### src/rtl/alu_share_arbiter.sv
// Round-robin arbiter that shares one ALU among NUM_REQ requesters.
// Registers the winner's operands onto the ALU and returns the result on a tagged response channel.
module alu_share_arbiter #(
    parameter int unsigned NUM_REQ = 4,
    parameter int unsigned DATA_W  = 32,
    parameter int unsigned OP_W    = 4,
    parameter int unsigned ALU_LAT = 1,
    localparam int unsigned ID_W   = (NUM_REQ > 1) ? $clog2(NUM_REQ) : 1
) (
    input  logic                      clk,
    input  logic                      rst,
    input  logic [NUM_REQ-1:0]        req_valid,
    output logic [NUM_REQ-1:0]        req_ready,
    input  logic [NUM_REQ*DATA_W-1:0] req_a,
    input  logic [NUM_REQ*DATA_W-1:0] req_b,
    input  logic [NUM_REQ*OP_W-1:0]   req_op,
    output logic [DATA_W-1:0]         alu_a,
    output logic [DATA_W-1:0]         alu_b,
    output logic [OP_W-1:0]           alu_op,
    input  logic [DATA_W-1:0]         alu_result,
    output logic                      rsp_valid,
    input  logic                      rsp_ready,
    output logic [DATA_W-1:0]         rsp_result,
    output logic                      rsp_zero,
    output logic [ID_W-1:0]           rsp_id,
    output logic                      busy
);

    localparam int unsigned CNT_W = (ALU_LAT > 1) ? $clog2(ALU_LAT) : 1;

    typedef enum logic [1:0] {IDLE, WAIT, RESP} state_t;

    state_t              state_q, state_d;
    logic [ID_W-1:0]     last_grant_q, last_grant_d;
    logic [ID_W-1:0]     id_q, id_d;
    logic [CNT_W-1:0]    cnt_q, cnt_d;
    logic [DATA_W-1:0]   alu_a_q, alu_a_d;
    logic [DATA_W-1:0]   alu_b_q, alu_b_d;
    logic [OP_W-1:0]     alu_op_q, alu_op_d;
    logic                rsp_valid_q, rsp_valid_d;
    logic [DATA_W-1:0]   rsp_result_q, rsp_result_d;
    logic                rsp_zero_q, rsp_zero_d;
    logic [ID_W-1:0]     rsp_id_q, rsp_id_d;

    logic                grant_found;
    logic [ID_W-1:0]     grant_idx;
    logic [DATA_W-1:0]   sel_a, sel_b;
    logic [OP_W-1:0]     sel_op;
    int unsigned         idx;

    // Search starts one past the last grant and wraps, so every pending requester is reached.
    always_comb begin
        grant_found = 1'b0;
        grant_idx   = '0;
        idx         = 0;
        for (int unsigned off = 1; off <= NUM_REQ; off++) begin
            idx = (32'(last_grant_q) + off) % NUM_REQ;
            if (!grant_found && req_valid[ID_W'(idx)]) begin
                grant_found = 1'b1;
                grant_idx   = ID_W'(idx);
            end
        end
    end

    always_comb begin
        sel_a  = '0;
        sel_b  = '0;
        sel_op = '0;
        for (int unsigned i = 0; i < NUM_REQ; i++) begin
            if (ID_W'(i) == grant_idx) begin
                sel_a  = req_a[i*DATA_W +: DATA_W];
                sel_b  = req_b[i*DATA_W +: DATA_W];
                sel_op = req_op[i*OP_W +: OP_W];
            end
        end
    end

    always_comb begin
        req_ready = '0;
        if (state_q == IDLE && grant_found && !rst)
            req_ready[grant_idx] = 1'b1;
    end

    always_comb begin
        state_d      = state_q;
        last_grant_d = last_grant_q;
        id_d         = id_q;
        cnt_d        = cnt_q;
        alu_a_d      = alu_a_q;
        alu_b_d      = alu_b_q;
        alu_op_d     = alu_op_q;
        rsp_valid_d  = rsp_valid_q;
        rsp_result_d = rsp_result_q;
        rsp_zero_d   = rsp_zero_q;
        rsp_id_d     = rsp_id_q;
        unique case (state_q)
            IDLE: begin
                if (grant_found) begin
                    alu_a_d      = sel_a;
                    alu_b_d      = sel_b;
                    alu_op_d     = sel_op;
                    last_grant_d = grant_idx;
                    id_d         = grant_idx;
                    cnt_d        = CNT_W'(ALU_LAT - 1);
                    state_d      = WAIT;
                end
            end
            WAIT: begin
                if (cnt_q == '0) begin
                    rsp_result_d = alu_result;
                    rsp_zero_d   = (alu_result == '0);
                    rsp_id_d     = id_q;
                    rsp_valid_d  = 1'b1;
                    state_d      = RESP;
                end else begin
                    cnt_d = cnt_q - 1'b1;
                end
            end
            RESP: begin
                if (rsp_ready) begin
                    rsp_valid_d = 1'b0;
                    state_d     = IDLE;
                end
            end
            default: state_d = IDLE;
        endcase
    end

    always_ff @(posedge clk or posedge rst) begin
        if (rst) begin
            state_q      <= IDLE;
            last_grant_q <= ID_W'(NUM_REQ - 1);
            id_q         <= '0;
            cnt_q        <= '0;
            alu_a_q      <= '0;
            alu_b_q      <= '0;
            alu_op_q     <= '0;
            rsp_valid_q  <= 1'b0;
            rsp_result_q <= '0;
            rsp_zero_q   <= 1'b0;
            rsp_id_q     <= '0;
        end else begin
            state_q      <= state_d;
            last_grant_q <= last_grant_d;
            id_q         <= id_d;
            cnt_q        <= cnt_d;
            alu_a_q      <= alu_a_d;
            alu_b_q      <= alu_b_d;
            alu_op_q     <= alu_op_d;
            rsp_valid_q  <= rsp_valid_d;
            rsp_result_q <= rsp_result_d;
            rsp_zero_q   <= rsp_zero_d;
            rsp_id_q     <= rsp_id_d;
        end
    end

    assign alu_a      = alu_a_q;
    assign alu_b      = alu_b_q;
    assign alu_op     = alu_op_q;
    assign rsp_valid  = rsp_valid_q;
    assign rsp_result = rsp_result_q;
    assign rsp_zero   = rsp_zero_q;
    assign rsp_id     = rsp_id_q;
    assign busy       = (state_q != IDLE);

endmodule

### config.mk
export PLATFORM = sky130hd
export DESIGN_NAME = alu_share_arbiter
export DESIGN_NICKNAME = d
export VERILOG_FILES = /design/src/rtl/alu_share_arbiter.sv
export SDC_FILE = /design/constraint.sdc
export NUM_CORES = 1
export LEC_CHECK = 0
export ABC_AREA = 1
export BUFFER_PORTS_ARGS = -buffer_cell sky130_fd_sc_hd__buf_4
export CORE_AREA = 2 2 162 164
export CTS_CLUSTER_SIZE = 40
export DETAILED_ROUTE_END_ITERATION = 7
export DIE_AREA = 0 0 164 166
export GPL_TIMING_DRIVEN = 1
export PLACE_DENSITY_LB_ADDON = 0.08
export SLEW_MARGIN = 20
export SYNTH_ARGS = -nofsm -noshare
export SYNTH_HDL_FRONTEND = slang
export SYNTH_SLANG_ARGS = --single-unit
### constraint.sdc
create_clock -name clk -period 12.15 [get_ports clk]
set_input_delay 1.8225 -clock clk [delete_from_list [all_inputs] [get_ports clk]]
set_output_delay 1.8225 -clock clk [all_outputs]
set_load 0.03 [all_outputs]
Word level (Yosys, flattened, before mapping) --
Index checks and enable logic that the tools add are counted.
Storage, ports and cells: register bits after elaboration 111, word-level logic and storage cells 93, output and inout bits 109, input bits 311
Cells by class: add/subtract/negate cells 5, reduce and logical (&&, ||, !) cells 21, muxes and demuxes 41, bitwise logic cells 1, order comparisons 6, equality and inequality tests 8
Operators with widths (number):
- $mux W32 | 8
- $logic_not A32 Y1 | 1
- $mux W4 | 5
- $lt A2 B3 Y1 const B | 5
- $mux W2 | 7
- $mux W1 | 13
- $bmux W1 S2 | 4
- $logic_and A1 B1 Y1 | 6
- $ne A2 B2 Y1 const B | 3
- $pmux W2 S3 | 1
- $reduce_and A2 Y1 | 3
- $reduce_and A3 Y1 | 2
- $reduce_bool A2 Y1 | 3
- $add A2 B1 Y2 const B | 2
- $add A2 B2 Y2 const B | 2
- $eq A2 B2 Y1 const A | 2
- $logic_not A1 Y1 | 4
- $logic_not A2 Y1 | 2
- $pmux W1 S2 | 2
- $demux W1 S2 | 1
- $eq A1 B2 Y1 const A | 1
- $eq A2 B1 Y1 const B | 1
- $eq A2 B2 Y1 const B | 1
- $ge A2 B1 Y1 const B | 1
- other kinds (2) | 2

Depth between registers and ports, before layout --
depth after elaboration 18, depth in mapped cells 17, mapped depth without buffers 15

Least setup slack after synthesis --
No wires, ideal clock.
kind input to output, start input port rst, end output port req_ready[0], slack 5060 ps, required time 10327 ps, buffers on the path 0, cell stages on the path 3, arrival 5267 ps, cells stage by stage inv_1 -> nand2_1 -> nor3_1
Between the ends: word-level cells in the longest chain between the ends 3
RTL lines:
- start: declaration | line 11 | input logic rst,
- $logic_not A1 Y1 (no source line)
- $logic_and A1 B1 Y1 | line 80 | if (state_q == IDLE && grant_found && !rst)
- $mux W4 | line 80
- end: declaration | line 13 | output logic [NUM_REQ-1:0] req_ready,
Every way passes these cells.

Worst setup path after layout --
start input port req_valid[2], end output port req_ready[0]
Between the ends: word-level cells in the longest chain between the ends 17, elaborated cells between the ends (all ways) 30, those cells by class order compare (2); mux (19); reduce/logical (9)
RTL lines:
- start: declaration | line 12 | input logic [NUM_REQ-1:0] req_valid,
- $bmux W1 S2 | line 58 | if (!grant_found && req_valid[ID_W'(idx)]) begin
- $mux W1 (implied by the code) | line 58
- $mux W1 | line 58
- $logic_not A1 Y1 | line 58
- $logic_and A1 B1 Y1 | line 58
- $mux W1 | line 58
- $logic_not A1 Y1 | line 58
- $logic_and A1 B1 Y1 | line 58
- $mux W1 | line 58
- $logic_not A1 Y1 | line 58
- $logic_and A1 B1 Y1 | line 58
- $mux W2 | line 58
- $lt A2 B3 Y1 (implied by the code) or $ge A2 B1 Y1 (tied branches) | line 81 | req_ready[grant_idx] = 1'b1;
- $logic_and A1 B1 Y1 (implied by the code) | line 81
- $mux W1 (implied by the code) | line 81
- $demux W1 S2 | line 81
- $mux W4 (*) | line 80
Every way passes the cells marked *; elsewhere a longest branch is shown, timed or not. The select of a mux whose other input is x is not followed.

==> impl_metrics.tcl <==
set metrics [dict create \
    status "completed" \
    worstPathRequired_ns 10.33 \
    cts_buffers 9 \
    cts_buffer_depth 2 \
    internal_power_w 0.00149 \
    switching_power_w 0.00198 \
    ys_seq_elements 110 \
    critPathCaptureType "primary output" \
    syn-cell-area_mm2 0.00664 \
    htree_levels 3 \
    gp_congestion 0.807 \
    ant_nets 0 \
    grt_max_degree 79 \
    max_slew_margin_pct 38.6 \
    p_leak_nw 5.64 \
    syn_inst 1004 \
    ctsResizeCount 0 \
    final_nets 1688 \
    clkLatencyLatePin_ns 0.36 \
    path_depth 12 \
    crit_slowest_cell "nand2_2" \
    clock_skew_ns 0.0111 \
    grt_pass1_wl_um 40800 \
    cts.sinks 110 \
    r2r_start "last_grant_q[0]" \
    final_common_cell "buf_4" \
    syn_area_per_cell_um2 6.61 \
    final_cell_mix "427 x buf_4, 350 x nand2_1, 161 x nand3_1, 108 x dfrtp_1" \
    p_seq_share_pct 19.1 \
    routed-via-count 7696 \
    rows 59 \
    hold_buffers 0 \
    power_density_mw_per_mm2 339 \
    clockRootBuffer "clkbuf_16" \
    start_kind "primary input" \
    io_pins 420 \
    drv_cap 0 \
    hold_path.class "flop to flop" \
    rr_worst_depth 14 \
    dp_hpwl_um 19800 \
    final_cells 1717 \
    maxSlewViolCount 0 \
    grt_pass1_vias 7461 \
    syn_nets 1315 \
    rsz0062_at_grt "false" \
    arrival_ns 4.37 \
    critPathMaxFanout 44 \
    cp_common_cell "nand2_1" \
    synth_cell_types 23 \
    ys_warn_count 0 \
    clkPwrFrac_pct 8.7 \
    fmax_ghz 0.161 \
    fillers 2819 \
    seq_area_frac_synth_pct 41.5 \
    place_ws_ns 5.86 \
    dieArea_mm2 0.0272 \
    postLayoutCoreUtil_pct 40.0 \
    period_share_pct 51.0 \
    reg2reg_slack_ns 8.56 \
    criticalPathCategory "primary input to primary output" \
    finalSetupViolCount 0 \
    initial_core_util_pct 25.9 \
    coreArea_mm2 0.0256 \
    routedWlPerCell_um 15.4 \
    drive_gt1_share_pct 33.3 \
    fin_crit_ns 6.20 \
    post_cts_buffers 0 \
    grt_overflow 0 \
    netSwitchingFraction_pct 57.1 \
    cts_tree "yes" \
    path_buf_inv 3 \
    startpoint "req_valid[2]" \
    drcViolationCount 0 \
    die-width_um 164 \
    rr_endpoint "alu_a[11]" \
    crit_path_end "req_ready[0]" \
    comb_power_share_pct 72.2 \
    antenna_found_initial 1 \
    cp_cell_sequence "buf_4, nand2_1, nand2_1, nand2_1, nand2_1, nor2_2, nand3_2, nand2_2, clkinv_2, nand2_1, nor3_1, buf_4" \
    max-vdd-ir-drop_uv 160 \
    hold_slack_ns 0.477 \
    slowest_delay_ns 0.67 \
    worst_slack_ns 5.95 \
    wl_um 26400 \
    vias_per_cell 4.48 \
    finalHoldViolations 0 \
    worst_pin_slew_ns 0.917 \
    first_iter_violations 443 \
    setup_tns_ns 0 \
    drtPass1Iterations 5 \
    portBuffers 419 \
    n_antenna_cell 0 \
    cts.reportedPaths.clkPinSlew_ns 0.08 \
    critPathTopFamily "simple AND/OR/NAND/NOR gates" \
    area_growth_pct 54.4 \
    dp_cells 1701 \
    track_usage_pct 19.1 \
    die_h_um 166 \
]
## registers in the layout (all words and copies together) (netlist names)
register,cells
alu_a,32
rsp_result,32
rsp_id,2
rsp_zero,1
state_q,2
alu_op,4
alu_b,32
rsp_valid,1
id_q,2
last_grant_q,2
## per-stage QoR
step | power [W] | area (um2)
after global routing | 0.00382 | 10300
after floorplan | 0.00246 | 6640
after detailed placement | 0.00323 | 9940
final | 0.00347 | 10300
after CTS | 0.00354 | 10200
after global placement | 0.00322 | 9940
## cells by family (layout without fill, tap and decap cells)
logic type	after synthesis	in the layout	synth area share (%)
compound gates	122	122	9.19
buf+inv	164	542	10.7
flops	110	110	41.5
simple gates	608	608	38.6
## synthesized netlist by cell type
master | count | area, um2
nor2_4 | 2 | 22.5
buf_6 | 5 | 56.3
o21ai_0 | 95 | 475
a21oi_1 | 6 | 30.0
nand3_2 | 2 | 20.0
nand4_1 | 8 | 50.1
nor3_1 | 3 | 15.0
buf_2 | 19 | 95.1
nand2_2 | 3 | 18.8
dfstp_2 | 2 | 52.6
inv_1 | 97 | 364
inv_2 | 2 | 7.51
nand2_1 | 350 | 1310
dfrtp_1 | 108 | 2700
o21ai_1 | 21 | 105
nor2_2 | 2 | 12.5
nand3_1 | 161 | 806
nor2_1 | 72 | 270
clkbuf_1 | 31 | 116
nor4_1 | 4 | 25.0
nand2_4 | 1 | 11.3
buf_1 | 1 | 3.75
buf_4 | 9 | 67.6
## how the worst min path moves through the flow
stage,slack [ns],endpoint,cells after the start,from
floorplan,0.50,id_q[0],2,id_q[0]
global placement,0.45,rsp_result[2],2,rsp_result[2]
detailed placement,0.46,rsp_result[26],2,rsp_result[26]
CTS,0.48,rsp_result[31],2,rsp_result[31]
global route,0.50,rsp_result[28],2,rsp_result[28]
finish,0.48,rsp_result[31],2,rsp_result[31]
## power groups by stage
stage | clock network, W | logic (W) | registers [W]
after global routing | 0.000330 | 0.00281 | 0.000686
after global placement | 0 | 0.00255 | 0.000667
after CTS | 0.000317 | 0.00256 | 0.000664
after detailed placement | 0 | 0.00256 | 0.000666
final | 0.000303 | 0.00251 | 0.000663
after floorplan | 0 | 0.00147 | 0.000989
## routing by layer
metal  wire length [um]  part of all wire, %  global-route usage, %  vias up
met5                 16                0.061                      0        -
met2              13500                   51                   34.1      259
li1                   -                    -                      -     3936
met4                578                  2.2                   6.14        2
met3               1950                  7.4                   4.77       29
met1              10400                   39                   22.2     3470
## worst min-delay path: cells and delay by family (launching register included)
family	cells	cell delay [ns]
flops	1	0.35
simple gates	2	0.10
## cell type report
cell class / instances / area (um2) / area share, %
clock inverter: 7 / 81.3 / 0.793
clock buffer: 9 / 225 / 2.20
sequential: 110 / 2760 / 26.9
inverter: 99 / 375 / 3.66
tap: 335 / 419 / 4.09
timing repair buffer: 427 / 3210 / 31.3
multi-input combinational: 730 / 3190 / 31.1
(Power assumes the default switching activity.)
